--- config.mk ---
export PLATFORM = sky130hd
export DESIGN_NAME = nk_board_game
export DESIGN_NICKNAME = d
export VERILOG_FILES = /design/src/rtl/nk_board_game.sv
export SDC_FILE = /design/constraint.sdc
export NUM_CORES = 1
export LEC_CHECK = 0
export BUFFER_PORTS_ARGS = -buffer_cell sky130_fd_sc_hd__buf_4
export CAP_MARGIN = 20
export CORE_AREA = 2 2 125 127
export DETAILED_ROUTE_END_ITERATION = 10
export DIE_AREA = 0 0 127 129
export HOLD_SLACK_MARGIN = 0.15
export MAX_ROUTING_LAYER = met4
export PLACE_DENSITY = 0.66
export SLEW_MARGIN = 20
export SYNTH_ARGS = -nofsm -noshare
export SYNTH_HDL_FRONTEND = slang
export SYNTH_SLANG_ARGS = --single-unit
--- constraint.sdc ---
create_clock -name clk -period 18.4 [get_ports clk]
set_input_delay 1.84 -clock clk [delete_from_list [all_inputs] [get_ports clk]]
set_output_delay 1.84 -clock clk [all_outputs]
set_load 0.01 [all_outputs]
--- src/rtl/nk_board_game.sv ---
// rtl/nk_board_game.sv - N x N two-side board game core with multi-cycle K-in-a-row scan.
// Optional turn alternation check is compiled in with `define TURN_ENFORCE_EN.
module nk_board_game #(
    parameter int N  = 3,
    parameter int K  = 3,
    parameter int AW = 4
) (
    input  logic              clk,
    input  logic              rstn,
    input  logic              player_move,
    input  logic              computer_move,
    input  logic [AW-1:0]     player_address,
    input  logic [AW-1:0]     computer_address,
    output logic [2*N*N-1:0]  board,
    output logic              busy,
    output logic              illegal_move,
    output logic              win,
    output logic              tie,
    output logic [1:0]        winner
);

    localparam int CELLS = N * N;
    localparam int FW    = $clog2(CELLS + 1);
    localparam int IW    = $clog2(CELLS);

    typedef enum logic [1:0] {IDLE, SCAN, OVER} state_t;

    state_t              state_q;
    logic [2*CELLS-1:0]  board_q;
    logic [IW-1:0]       idx_q;
    logic [FW-1:0]       fill_q;
    logic [1:0]          mover_q;
    logic                match_q;
    logic                pm_q, cm_q;
    logic                busy_q, illegal_q, win_q, tie_q;
    logic [1:0]          winner_q;

    // Off-board coordinates read as 11, which never equals a mover code.
    function automatic logic [1:0] cell_at(input logic [2*CELLS-1:0] b, input int r, input int c);
        if (r < 0 || r >= N || c < 0 || c >= N)
            return 2'b11;
        return b[2*(r*N+c) +: 2];
    endfunction

    function automatic logic run_at(input logic [2*CELLS-1:0] b, input int r, input int c,
                                    input int dr, input int dc, input logic [1:0] code);
        logic ok;
        ok = 1'b1;
        for (int j = 0; j < K; j++)
            if (cell_at(b, r + dr*j, c + dc*j) != code)
                ok = 1'b0;
        return ok;
    endfunction

    logic          preq, creq, any_req, turn_bad, req_ok, hit_d;
    logic [AW-1:0] req_addr;
    logic [1:0]    req_code;
    int            req_idx, scan_row, scan_col;

    assign preq     = player_move & ~pm_q;
    assign creq     = computer_move & ~cm_q;
    assign any_req  = preq | creq;
    assign req_addr = preq ? player_address : computer_address;
    assign req_code = preq ? 2'b01 : 2'b10;
    assign req_idx  = int'(req_addr);

`ifdef TURN_ENFORCE_EN
    logic [1:0] last_q;
    assign turn_bad = (last_q == req_code);
`else
    assign turn_bad = 1'b0;
`endif

    assign req_ok = !(preq && creq) && (req_idx < CELLS) && !turn_bad &&
                    (cell_at(board_q, req_idx / N, req_idx % N) == 2'b00);

    assign scan_row = int'(idx_q) / N;
    assign scan_col = int'(idx_q) % N;
    assign hit_d    = run_at(board_q, scan_row, scan_col, 0,  1, mover_q) |
                      run_at(board_q, scan_row, scan_col, 1,  0, mover_q) |
                      run_at(board_q, scan_row, scan_col, 1,  1, mover_q) |
                      run_at(board_q, scan_row, scan_col, 1, -1, mover_q);

    always_ff @(posedge clk or negedge rstn) begin
        if (!rstn) begin
            state_q   <= IDLE;
            board_q   <= '0;
            idx_q     <= '0;
            fill_q    <= '0;
            mover_q   <= 2'b00;
            match_q   <= 1'b0;
            pm_q      <= 1'b0;
            cm_q      <= 1'b0;
            busy_q    <= 1'b0;
            illegal_q <= 1'b0;
            win_q     <= 1'b0;
            tie_q     <= 1'b0;
            winner_q  <= 2'b00;
`ifdef TURN_ENFORCE_EN
            last_q    <= 2'b00;
`endif
        end else begin
            pm_q      <= player_move;
            cm_q      <= computer_move;
            illegal_q <= 1'b0;
            case (state_q)
                IDLE: begin
                    if (any_req) begin
                        if (req_ok) begin
                            board_q[2*req_idx +: 2] <= req_code;
                            fill_q  <= fill_q + FW'(1);
                            mover_q <= req_code;
`ifdef TURN_ENFORCE_EN
                            last_q  <= req_code;
`endif
                            idx_q   <= '0;
                            match_q <= 1'b0;
                            busy_q  <= 1'b1;
                            state_q <= SCAN;
                        end else begin
                            illegal_q <= 1'b1;
                        end
                    end
                end
                SCAN: begin
                    if (any_req)
                        illegal_q <= 1'b1;
                    // Final index folds in its own hit so the result lands on the same edge.
                    if (idx_q == IW'(CELLS - 1)) begin
                        busy_q <= 1'b0;
                        if (match_q | hit_d) begin
                            win_q    <= 1'b1;
                            winner_q <= mover_q;
                            state_q  <= OVER;
                        end else if (fill_q == FW'(CELLS)) begin
                            tie_q   <= 1'b1;
                            state_q <= OVER;
                        end else begin
                            state_q <= IDLE;
                        end
                    end else begin
                        idx_q   <= idx_q + IW'(1);
                        match_q <= match_q | hit_d;
                    end
                end
                default: begin
                    if (any_req)
                        illegal_q <= 1'b1;
                end
            endcase
        end
    end

    assign board        = board_q;
    assign busy         = busy_q;
    assign illegal_move = illegal_q;
    assign win          = win_q;
    assign tie          = tie_q;
    assign winner       = winner_q;

endmodule

# == Word-level counts from Yosys, hierarchy flattened ==
# Cells that the tools add are included.
# classes
n_mul,4
n_shift,12
reduce_logical,36
addsub,19
eq_ne,16
mux,64
n_bitwise,10
magnitude_cmp,21
div_mod_pow,4
# ops
op,count
$ge A32 B3 Y1 const B,10
$lt A32 B1 Y1 const B,10
$shiftx A18 B32 Y2,10
$add A31 B31 Y31,10
$mul A32 B3 Y31 const B,4
$add A32 B2 Y32 const B,3
$add A32 B3 Y32 const B,2
$div A5 B3 Y32 const B,2
$mod A5 B3 Y32 const B,2
$mux W2,26
$neg A5 Y33,1
$shift A2 B33 Y18 const A,1
$shiftx A2 B33 Y18,1
$add A32 B1 Y32 const B,1
$mux W1,29
$logic_or A1 B1 Y1,24
$bwmux W18,1
$ne A2 B2 Y1,9
$mux W4,4
$reduce_and A4 Y1,3
$add A4 B1 Y4 const B,2
$eq A4 B4 Y1 const B,2
$ne A2 B2 Y1 const B,4
$pmux W4 S2,1
12 further kinds,24
# totals
input_bits,12
wordCells,199
ff_bits,39
out_inout_bits,24

# == Logic depth before layout (Yosys ltp) ==
# Gate-level depths: netlist of the first run.
# depth
depth_word,18
mapped_depth,34
ltp_nobuf,30

# == Worst setup path after synthesis of the first run ==
# OpenSTA, ideal clock, no wires.
# synth_timing
kind,input to register
start,in player_move
end,reg board_q[6] (netlist: board[6])
setup_time_ps,125
n_path_buf,2
arrival_time_ps,7908
required_ps,18275
cell_stages,24
slack_ps,10367
path_cell_list,nor2b_1 > buf_2 > mux2i_1 > nor2_1 > ha_1 > ha_1 > a21oi_1 > nand2_1 > xnor2_1 > ha_1 > nor3_1 > mux2_2 > ha_1 > ha_1 > fa_1 > o311a_1 > o21a_1 > a2111oi_0 > nor2b_1 > and2_1 > clkbuf_1 > nand2_1 > nor4_1 > mux2_2
# synth_via
elab_chain_len,12
elab_cells_between_ends,29
cone_classes,2 x add/sub; 1 x mul; 2 x div; 5 x order compare; 3 x shift; 5 x mux; 2 x bitwise; 9 x reduce/logical
# synth_rtl
item,line_no,text
from (decl),10,"input logic player_move,"
$and A1 B1 Y1 (*),60,assign preq = player_move & ~pm_q;
"parallel branches: the longest is 11 deep, another holds $div A5 B3 Y32",-,
"to (signal, indexed assignment)",110,board_q[2*req_idx +: 2] <= req_code;
to (decl),29,logic [2*CELLS-1:0] board_q;
# Every way passes the cells marked *.
# A chain may end at the register's enable or synchronous reset.

# == Final worst setup path of the first run ==
# Ends and elaborated chain as after synthesis.

==> impl_metrics.tcl, run 1 <==
set metrics [dict create \
    cts.reportedPaths.clkPinSlew_ps 60 \
    required_ps 18560 \
    grt_overflow 0 \
    die-area_um2 16400 \
    seqCellArea_um2 951 \
    initial_core_util_pct 48.9 \
    core_um2 15000 \
    nets 1037 \
    drv_cap 0 \
    synth_fa_ha_area_share_pct 17.3 \
    setup_viol 0 \
    clk_path_buf_depth 2 \
    synth-edff-count 0 \
    cts_tree "yes" \
    h-tree-depth 2 \
    routedWlPerCell_um 19.6 \
    finClkSkew_ps 6.50 \
    setup-tns-final_ps 0 \
    synth_cell_type_count 99 \
    arrival_ps 9490 \
    grt_pass1_wl_mm 35.2 \
    worstSetupPathType "input pin to register" \
    first_global_vias 6590 \
    drv_slew 0 \
    fin_crit_ps 9330 \
    num_rows 45 \
    hp-class "register to register" \
    num_antenna_cells 0 \
    syn_nets 1017 \
    met1Wirelength_mm 10.1 \
    cts_buffers 5 \
    syn_area_um2 7330 \
    ys.flop_type "dfrtp_1" \
    worstPathMaxFanout 15 \
    fmax_mhz 107 \
    cts_root_buf "clkbuf_16" \
    holdBufCountCts 0 \
    drive_above_1_share_pct 11.6 \
    multi_input_area_um2 6070 \
    clock_sinks 38 \
    antenna_found_initial 0 \
    dr_wl_met3_mm 1.28 \
    synthXorXnorAreaFrac_pct 9.71 \
    status "finished, final reports clean" \
    worst_pin_slew_ps 865 \
    viasPerCell 6.28 \
    met2WireLength_mm 10.2 \
    synth_top_family_by_area "simple AND/OR/NAND/NOR gates" \
    period_share_pct 50.7 \
    netlist_instances 913 \
    synth.area.mux_share_pct 9.17 \
    avgSynthCellArea_um2 8.03 \
    post-cts-setup-buffer-count 0 \
    vias 7046 \
    die_w_um 127 \
    synth_seq_cells 38 \
    clock_latency_ps 280 \
    yosysWarnings 0 \
    wirelength_mm 22.0 \
    place_hpwl_mm 17.6 \
    gr-usage-all-layers_pct 27.8 \
    cp-start-kind "input pin" \
    reg2reg_slack_ps 9540 \
    dr.pass1.iters 5 \
    async_flop_share_pct 100 \
    die_h_um 129 \
    ant_nets 0 \
    max-slew-margin-rel_pct 40.7 \
    crit_path_end_kind "register" \
    synthToLayoutAreaGrowth_pct 8.16 \
    gp_congestion 0.982 \
    fin_util_pct 52.9 \
    num-fill-cells 1444 \
    cts_resized 0 \
    ios 36 \
    hold_viol_final 0 \
    top_layer_used "met4" \
    rsz0062_at_grt "false" \
    synthSimpleGateAreaFrac_pct 23.3 \
    drt_iter0_drc 579 \
    grt_max_degree 39 \
    drc 0 \
    seq_area_frac_synth_pct 13.0 \
    synth_compound_gate_area_share_pct 23.3 \
    port-buffer-count 35 \
]
## layer usage
layer | global-route usage, % | vias up
met1 | 37.6 | 3346
met5 | - | -
met3 | 2.70 | 33
met2 | 45.2 | 262
li1 | - | 3405
met4 | 6.33 | 0
## final cells by class
| type | instances | share of cell area [%] |
|---|---|---|
| Clock inverter | 3 | 0.868 |
| Inverter | 49 | 2.35 |
| Sequential cell | 38 | 12.0 |
| Tap cell | 188 | 2.97 |
| Multi-Input combinational cell | 800 | 76.6 |
| Clock buffer | 5 | 1.58 |
| Timing Repair Buffer | 39 | 3.69 |
## synth_stat cells (all sizes together) (4+ instances only)
cell type / count / area, um^2
and2: 7 / 43.8
o21a: 5 / 37.5
clkbuf: 20 / 76.3
xnor3: 4 / 90.1
and3: 6 / 37.5
nor4b: 4 / 35.0
nand2b: 15 / 93.8
nor2: 80 / 305
o31a: 4 / 43.8
nand3b: 6 / 45.0
mux2i: 30 / 300
a31oi: 8 / 50.1
xnor2: 49 / 429
and3b: 5 / 43.8
nand2: 81 / 309
nand4: 13 / 87.6
nand3: 22 / 115
nor3b: 6 / 45.0
ha: 83 / 1040
maj3: 5 / 50.1
xor2: 22 / 193
fa: 9 / 180
o21ai: 41 / 220
buf: 6 / 47.5
or4: 4 / 30.0
nor2b: 10 / 65.1
or3: 8 / 55.1
a211oi: 13 / 125
nor4: 15 / 100
o22ai: 4 / 31.3
a211o: 6 / 52.6
mux2: 27 / 304
o211ai: 13 / 97.6
o31ai: 8 / 65.1
nor3: 26 / 135
o21bai: 9 / 67.6
dfrtp: 38 / 951
or2: 6 / 40.0
a2bb2oi: 4 / 41.3
a21o: 19 / 143
inv: 48 / 183
a21boi: 6 / 48.8
a21oi: 63 / 315
## final timing paths
check	cells past startpoint	startpoint	end
worst max-delay path	23	player_move	board[6]$_DFFE_PN0P_
worst min-delay path	1	win$_DFFE_PN0P_	win$_DFFE_PN0P_
worst max register to register	30	idx_q[0]$_DFFE_PN0P_	winner[0]$_DFFE_PN0P_
worst min register to register	1	win$_DFFE_PN0P_	win$_DFFE_PN0P_
max in group asynchronous	1	rstn	board[8]$_DFFE_PN0P_
min in group asynchronous	1	rstn	cm_q$_DFF_PN0_
## state kept, by name, summed over array words and instances (netlist names)
name / flops
board: 18
cm_q: 1
fill_q: 4
idx_q: 4
illegal_move: 1
match_q: 1
mover_q: 2
pm_q: 1
state_q: 2
tie: 1
win: 1
winner: 2
## critical path, stage by stage
cell and delay, ps:
buf_4 90, nor2b_1 610, mux2i_1 600, nor2_1 130, ha_1 260, ha_1 260, a21oi_1 260, nand2_1 250
xnor2_1 210, ha_1 260, nor3_1 350, mux2_2 400, ha_1 310, ha_1 230, fa_1 490, o311a_1 360
o21a_1 170, a2111oi_0 520, nor2b_1 280, and2_1 540, nand2_1 190, nor4_1 470, mux2_2 390
## layout by cell type (no fill, tap or decap), types with 30 or more instances in the layout
master   synthesis  final
a21oi_1         63     63
ha_1            83     83
dfrtp_1         38     38
inv_1           47     47
buf_4            0     39
xnor2_1         49     49
nor2_1          78     78
nand2_1         79     79
o21ai_0         34     34
mux2i_1         30     30
## logic make-up (layout without fill, tap and decap cells)
logic type      Yosys count  after routing
simple gates            327            327
compound gates          241            241
fa+ha+maj                97             97
xor+xnor                 75             75
buf+inv                  75             96
mux                      60             60
flops                    38             38
## stage by stage
step | cell area (um^2) | setup WS [ps] | cells | hold slack (ps)
after floorplan | 7330 | 10370 | 913 | 445
after global placement | 7730 | 9210 | 1114 | 459
after detailed placement | 7730 | 8960 | 1114 | 458
after CTS | 7930 | 9210 | 1122 | 476
after global routing | 7930 | 8440 | 1122 | 488
final | 7930 | 9070 | 1122 | 471
Power of run 1 is not shown: default switching activity piles up to over one toggle a cycle in this logic, so the estimate is an artifact.
==> run 2, diff against run 1 <==
clock period = 9.31 ns   (was 18.4 ns; I/O delays follow)
==> impl_metrics.tcl, run 2 (synthesis gave the netlist of run 1 again) <==
set metrics [dict create \
    gr-usage-all-layers_pct 28.4 \
    worstPathMaxFanout 23 \
    hold_depth 1 \
    hold_viol_final 0 \
    ios 36 \
    worstSetupPathType "register to register" \
    crit_buf_inv 3 \
    ff2ff_path_depth 30 \
    initial_core_util_pct 48.9 \
    period_share_pct 88.4 \
    ant_nets 0 \
    grt_overflow 0 \
    post-cts-setup-buffer-count 0 \
    cts.reportedPaths.clkPinSlew_ps 60 \
    reg2reg_slack_ps 1080 \
    die_h_um 129 \
    fmax_mhz 121 \
    largest_reg_flops 18 \
    vias 7090 \
    crit_family "compound AO/OA/AOI/OAI gates" \
    drt_iter0_drc 531 \
    cts_buffers 5 \
    dr.pass1.iters 5 \
    num_antenna_cells 0 \
    wirelength_mm 22.3 \
    cts_tree "yes" \
    antenna_found_initial 0 \
    worst_pin_slew_ps 1110 \
    cts_root_buf "clkbuf_16" \
    gp_congestion 0.983 \
    num_rows 45 \
    die-area_um2 16400 \
    synthToLayoutAreaGrowth_pct 8.57 \
    hp-class "register to register" \
    r2r-end "winner[1]$_DFFE_PN0P_" \
    viasPerCell 6.30 \
    clock_sinks 38 \
    first_global_vias 6693 \
    routedWlPerCell_um 19.8 \
    slowest_delay_ps 500 \
    place_hpwl_mm 18.0 \
    clk_path_buf_depth 2 \
    finClkSkew_ps 5.20 \
    h-tree-depth 2 \
    r2r_start "idx_q[3]$_DFFE_PN0P_" \
    required_ps 9470 \
    grt_pass1_wl_mm 35.8 \
    cts_resized 0 \
    drv_slew 0 \
    clock_latency_ps 280 \
    core_um2 15000 \
    port-buffer-count 35 \
    drc 0 \
    status "finished, final reports clean" \
    holdBufCountCts 0 \
    crit_path_end_kind "register" \
    arrival_ps 8390 \
    layout_common_cells "ha_1 (83), nand2_1 (79), nor2_1 (78)" \
    cpMaxStageDelayCell "ha_1" \
    drv_cap 0 \
    drive_above_1_share_pct 11.9 \
    hold_end "win$_DFFE_PN0P_" \
    setup_viol 0 \
    cp-start-kind "register" \
    num-fill-cells 1411 \
    grt_max_degree 39 \
    rsz0062_at_grt "false" \
    fin_crit_ps 8230 \
    min-delay-start "win$_DFFE_PN0P_" \
    final_common_cell "ha_1" \
    setup-tns-final_ps 0 \
    die_w_um 127 \
    nets 1041 \
    crit_top_cell "ha_1" \
    max-slew-margin-rel_pct 25.4 \
]
## run 2: worst register-to-register path: cells and delay by family (launching register included)
kind | cells | cell delay [ps]
DFF | 1 | 370
AOI/OAI and AO/OA | 12 | 2660
xor gates and xnor gates | 3 | 560
and+or+nand+nor | 7 | 1730
adders and majority gates | 4 | 1590
buffers and inverters | 3 | 870
muxes | 1 | 320
## run 2: final cells by class
cell class / count / area (um^2) / area share (%)
multi-input cells: 800 / 6070 / 76.3
flip-flops and latches: 38 / 951 / 11.9
repair buffers: 43 / 323 / 4.06
well taps: 188 / 235 / 2.96
inverters: 49 / 186 / 2.34
clock buffers: 5 / 125 / 1.57
clock inverters: 3 / 68.8 / 0.865
## run 2: how the worst max path moves through the flow
| stage | start | end | slack [ps] | cells after the start |
|---|---|---|---|---|
| after CTS | idx_q[3]$_DFFE_PN0P_ | winner[1]$_DFFE_PN0P_ | 1090 | 30 |
| after floorplan | idx_q[0]$_DFFE_PN0P_ | winner[0]$_DFFE_PN0P_ | 1840 | 30 |
| after global placement | idx_q[3]$_DFFE_PN0P_ | winner[0]$_DFFE_PN0P_ | 1330 | 30 |
| after detailed placement | idx_q[3]$_DFFE_PN0P_ | winner[1]$_DFFE_PN0P_ | 1100 | 30 |
| after global routing | idx_q[3]$_DFFE_PN0P_ | winner[0]$_DFFE_PN0P_ | 340 | 30 |
| final | idx_q[3]$_DFFE_PN0P_ | winner[1]$_DFFE_PN0P_ | 1080 | 30 |
## run 2: layer usage
layer  share of wire (%)  track usage (%)
met1                  44             38.1
met5                   0                -
met2                  44             43.1
met3                 7.4             3.74
met4                 4.6             12.3
## run 2: stage by stage
stage	hold slack (ps)	std cells	cell area, um^2	util [%]	setup slack, ps
final	468	1126	7960	53.1	1080
after global placement	459	1118	7760	51.8	1330
after CTS	475	1126	7960	53.1	1090
after detailed placement	467	1118	7760	51.8	1100
after global routing	482	1126	7960	53.1	337
after floorplan	445	913	7330	-	1840
Power of run 2 is left out for the same reason.
==> run 3, diff against run 2 <==
CAP_MARGIN = unset   (was 20)
CORE_AREA = 2 2 112 141   (was 2 2 125 127)
DIE_AREA = 0 0 114 143   (was 0 0 127 129)
clock period = 10.5 ns   (was 9.31 ns; I/O delays follow)
==> impl_metrics.tcl, run 3 (synthesis gave the netlist of run 1 again) <==
set metrics [dict create \
    layout_common_cells "ha_1 (83), nand2_1 (79), nor2_1 (78)" \
    hold_depth 1 \
    core_um2 14900 \
    num_rows 50 \
    first_global_vias 6853 \
    final_common_cell "ha_1" \
    post-cts-setup-buffer-count 0 \
    gp_congestion 1.03 \
    worst_pin_slew_ps 1010 \
    num_antenna_cells 0 \
    setup-tns-final_ps 0 \
    clk_path_buf_depth 2 \
    slowest_delay_ps 840 \
    clock_latency_ps 280 \
    fmax_mhz 113 \
    hp-class "register to register" \
    grt_pass1_wl_mm 36.5 \
    holdBufCountCts 0 \
    seqCellArea_um2 951 \
    h-tree-depth 2 \
    port-buffer-count 35 \
    required_ps 10660 \
    period_share_pct 84.1 \
    grt_max_degree 39 \
    dpl_cell_area_um2 7740 \
    crit_top_cell "ha_1" \
    routedWlPerCell_um 20.9 \
    rsz0062_at_grt "false" \
    worstSetupPathType "register to register" \
    hold_viol_final 0 \
    synthToLayoutAreaGrowth_pct 7.92 \
    clock_sinks 38 \
    multi_input_area_um2 6070 \
    arrival_ps 9000 \
    cts_buffers 5 \
    largest_reg_flops 18 \
    drc 0 \
    initial_core_util_pct 49.2 \
    cpMaxStageDelayCell "dfrtp_1" \
    vias 7144 \
    drv_cap 0 \
    ios 36 \
    drt_iter0_drc 591 \
    max-slew-margin-rel_pct 31.9 \
    nets 1039 \
    cts_resized 0 \
    die_w_um 114 \
    num-fill-cells 1446 \
    cp-start-kind "register" \
    cts.reportedPaths.clkPinSlew_ps 50 \
    place_hpwl_mm 18.7 \
    ant_nets 0 \
    crit_path_end_kind "register" \
    drive_above_1_share_pct 11.7 \
    antenna_found_initial 0 \
    drv_slew 0 \
    fin_crit_ps 8830 \
    ff2ff_path_depth 29 \
    wirelength_mm 23.3 \
    viasPerCell 6.40 \
    final_area_um2 7910 \
    timing.hold.ws_ps 472 \
    status "finished, final reports clean" \
    cts_tree "yes" \
    worstPathMaxFanout 18 \
    die_h_um 143 \
    die-area_um2 16300 \
    setup_viol 0 \
    finClkSkew_ps 4.05 \
    fin_util_pct 53.1 \
    gr-usage-all-layers_pct 29.5 \
    cts_root_buf "clkbuf_16" \
    dr.pass1.iters 5 \
    grt_overflow 0 \
]
==> run 3: cell count changes in the layout (fill, tap and decap cells not counted), sizes merged <==
cell and delta:
clkbuf +1, clkinv -1, bufinv -1, buf -2
==> run 3: layer usage <==
layer	wire length (um)	track usage [%]	part of all wire [%]	vias up
met5	0	-	0	-
met4	1610	17.3	6.9	0
met3	1140	1.44	4.9	85
met2	11000	49.5	47	282
met1	9510	35.0	41	3357
li1	-	-	-	3420
==> run 3: final timing paths <==
check / startpoint / to / slack [ps]
setup / recovery: idx_q[0]$_DFFE_PN0P_ / winner[1]$_DFFE_PN0P_ / 1670
hold / removal: fill_q[3]$_DFFE_PN0P_ / fill_q[3]$_DFFE_PN0P_ / 470
setup reg to reg: idx_q[0]$_DFFE_PN0P_ / winner[1]$_DFFE_PN0P_ / 1670
hold reg to reg: fill_q[3]$_DFFE_PN0P_ / fill_q[3]$_DFFE_PN0P_ / 470
max in group asynchronous: rstn / idx_q[2]$_DFFE_PN0P_ / 9440
min in group asynchronous: rstn / pm_q$_DFF_PN0_ / 720
==> run 3: worst max-delay path, delay by kind of cell (launching register included) <==
kind | cells | cell delay (ps)
compound gates | 14 | 3270
fa+ha+maj | 4 | 1490
simple gates | 4 | 1130
buf+inv | 3 | 1080
flops | 1 | 840
xor+xnor | 3 | 570
mux | 1 | 320
==> run 3: through the flow <==
step           worst slack, ps  std cells
2_1_floorplan             3030        913
3_3_place_gp              2030       1110
3_5_place_dp              1740       1110
4_1_cts                   1730       1117
5_1_grt                    920       1117
6_report                  1670       1117
==> run 3: area by class of cell <==
type,instances,area share [%]
Tap cell,182,2.88
Clock inverter,1,0.380
Multi-Input combinational cell,800,76.7
Inverter,49,2.36
Timing Repair Buffer,41,3.89
Clock buffer,6,1.76
Sequential cell,38,12.0
Power of run 3 is left out for the same reason.
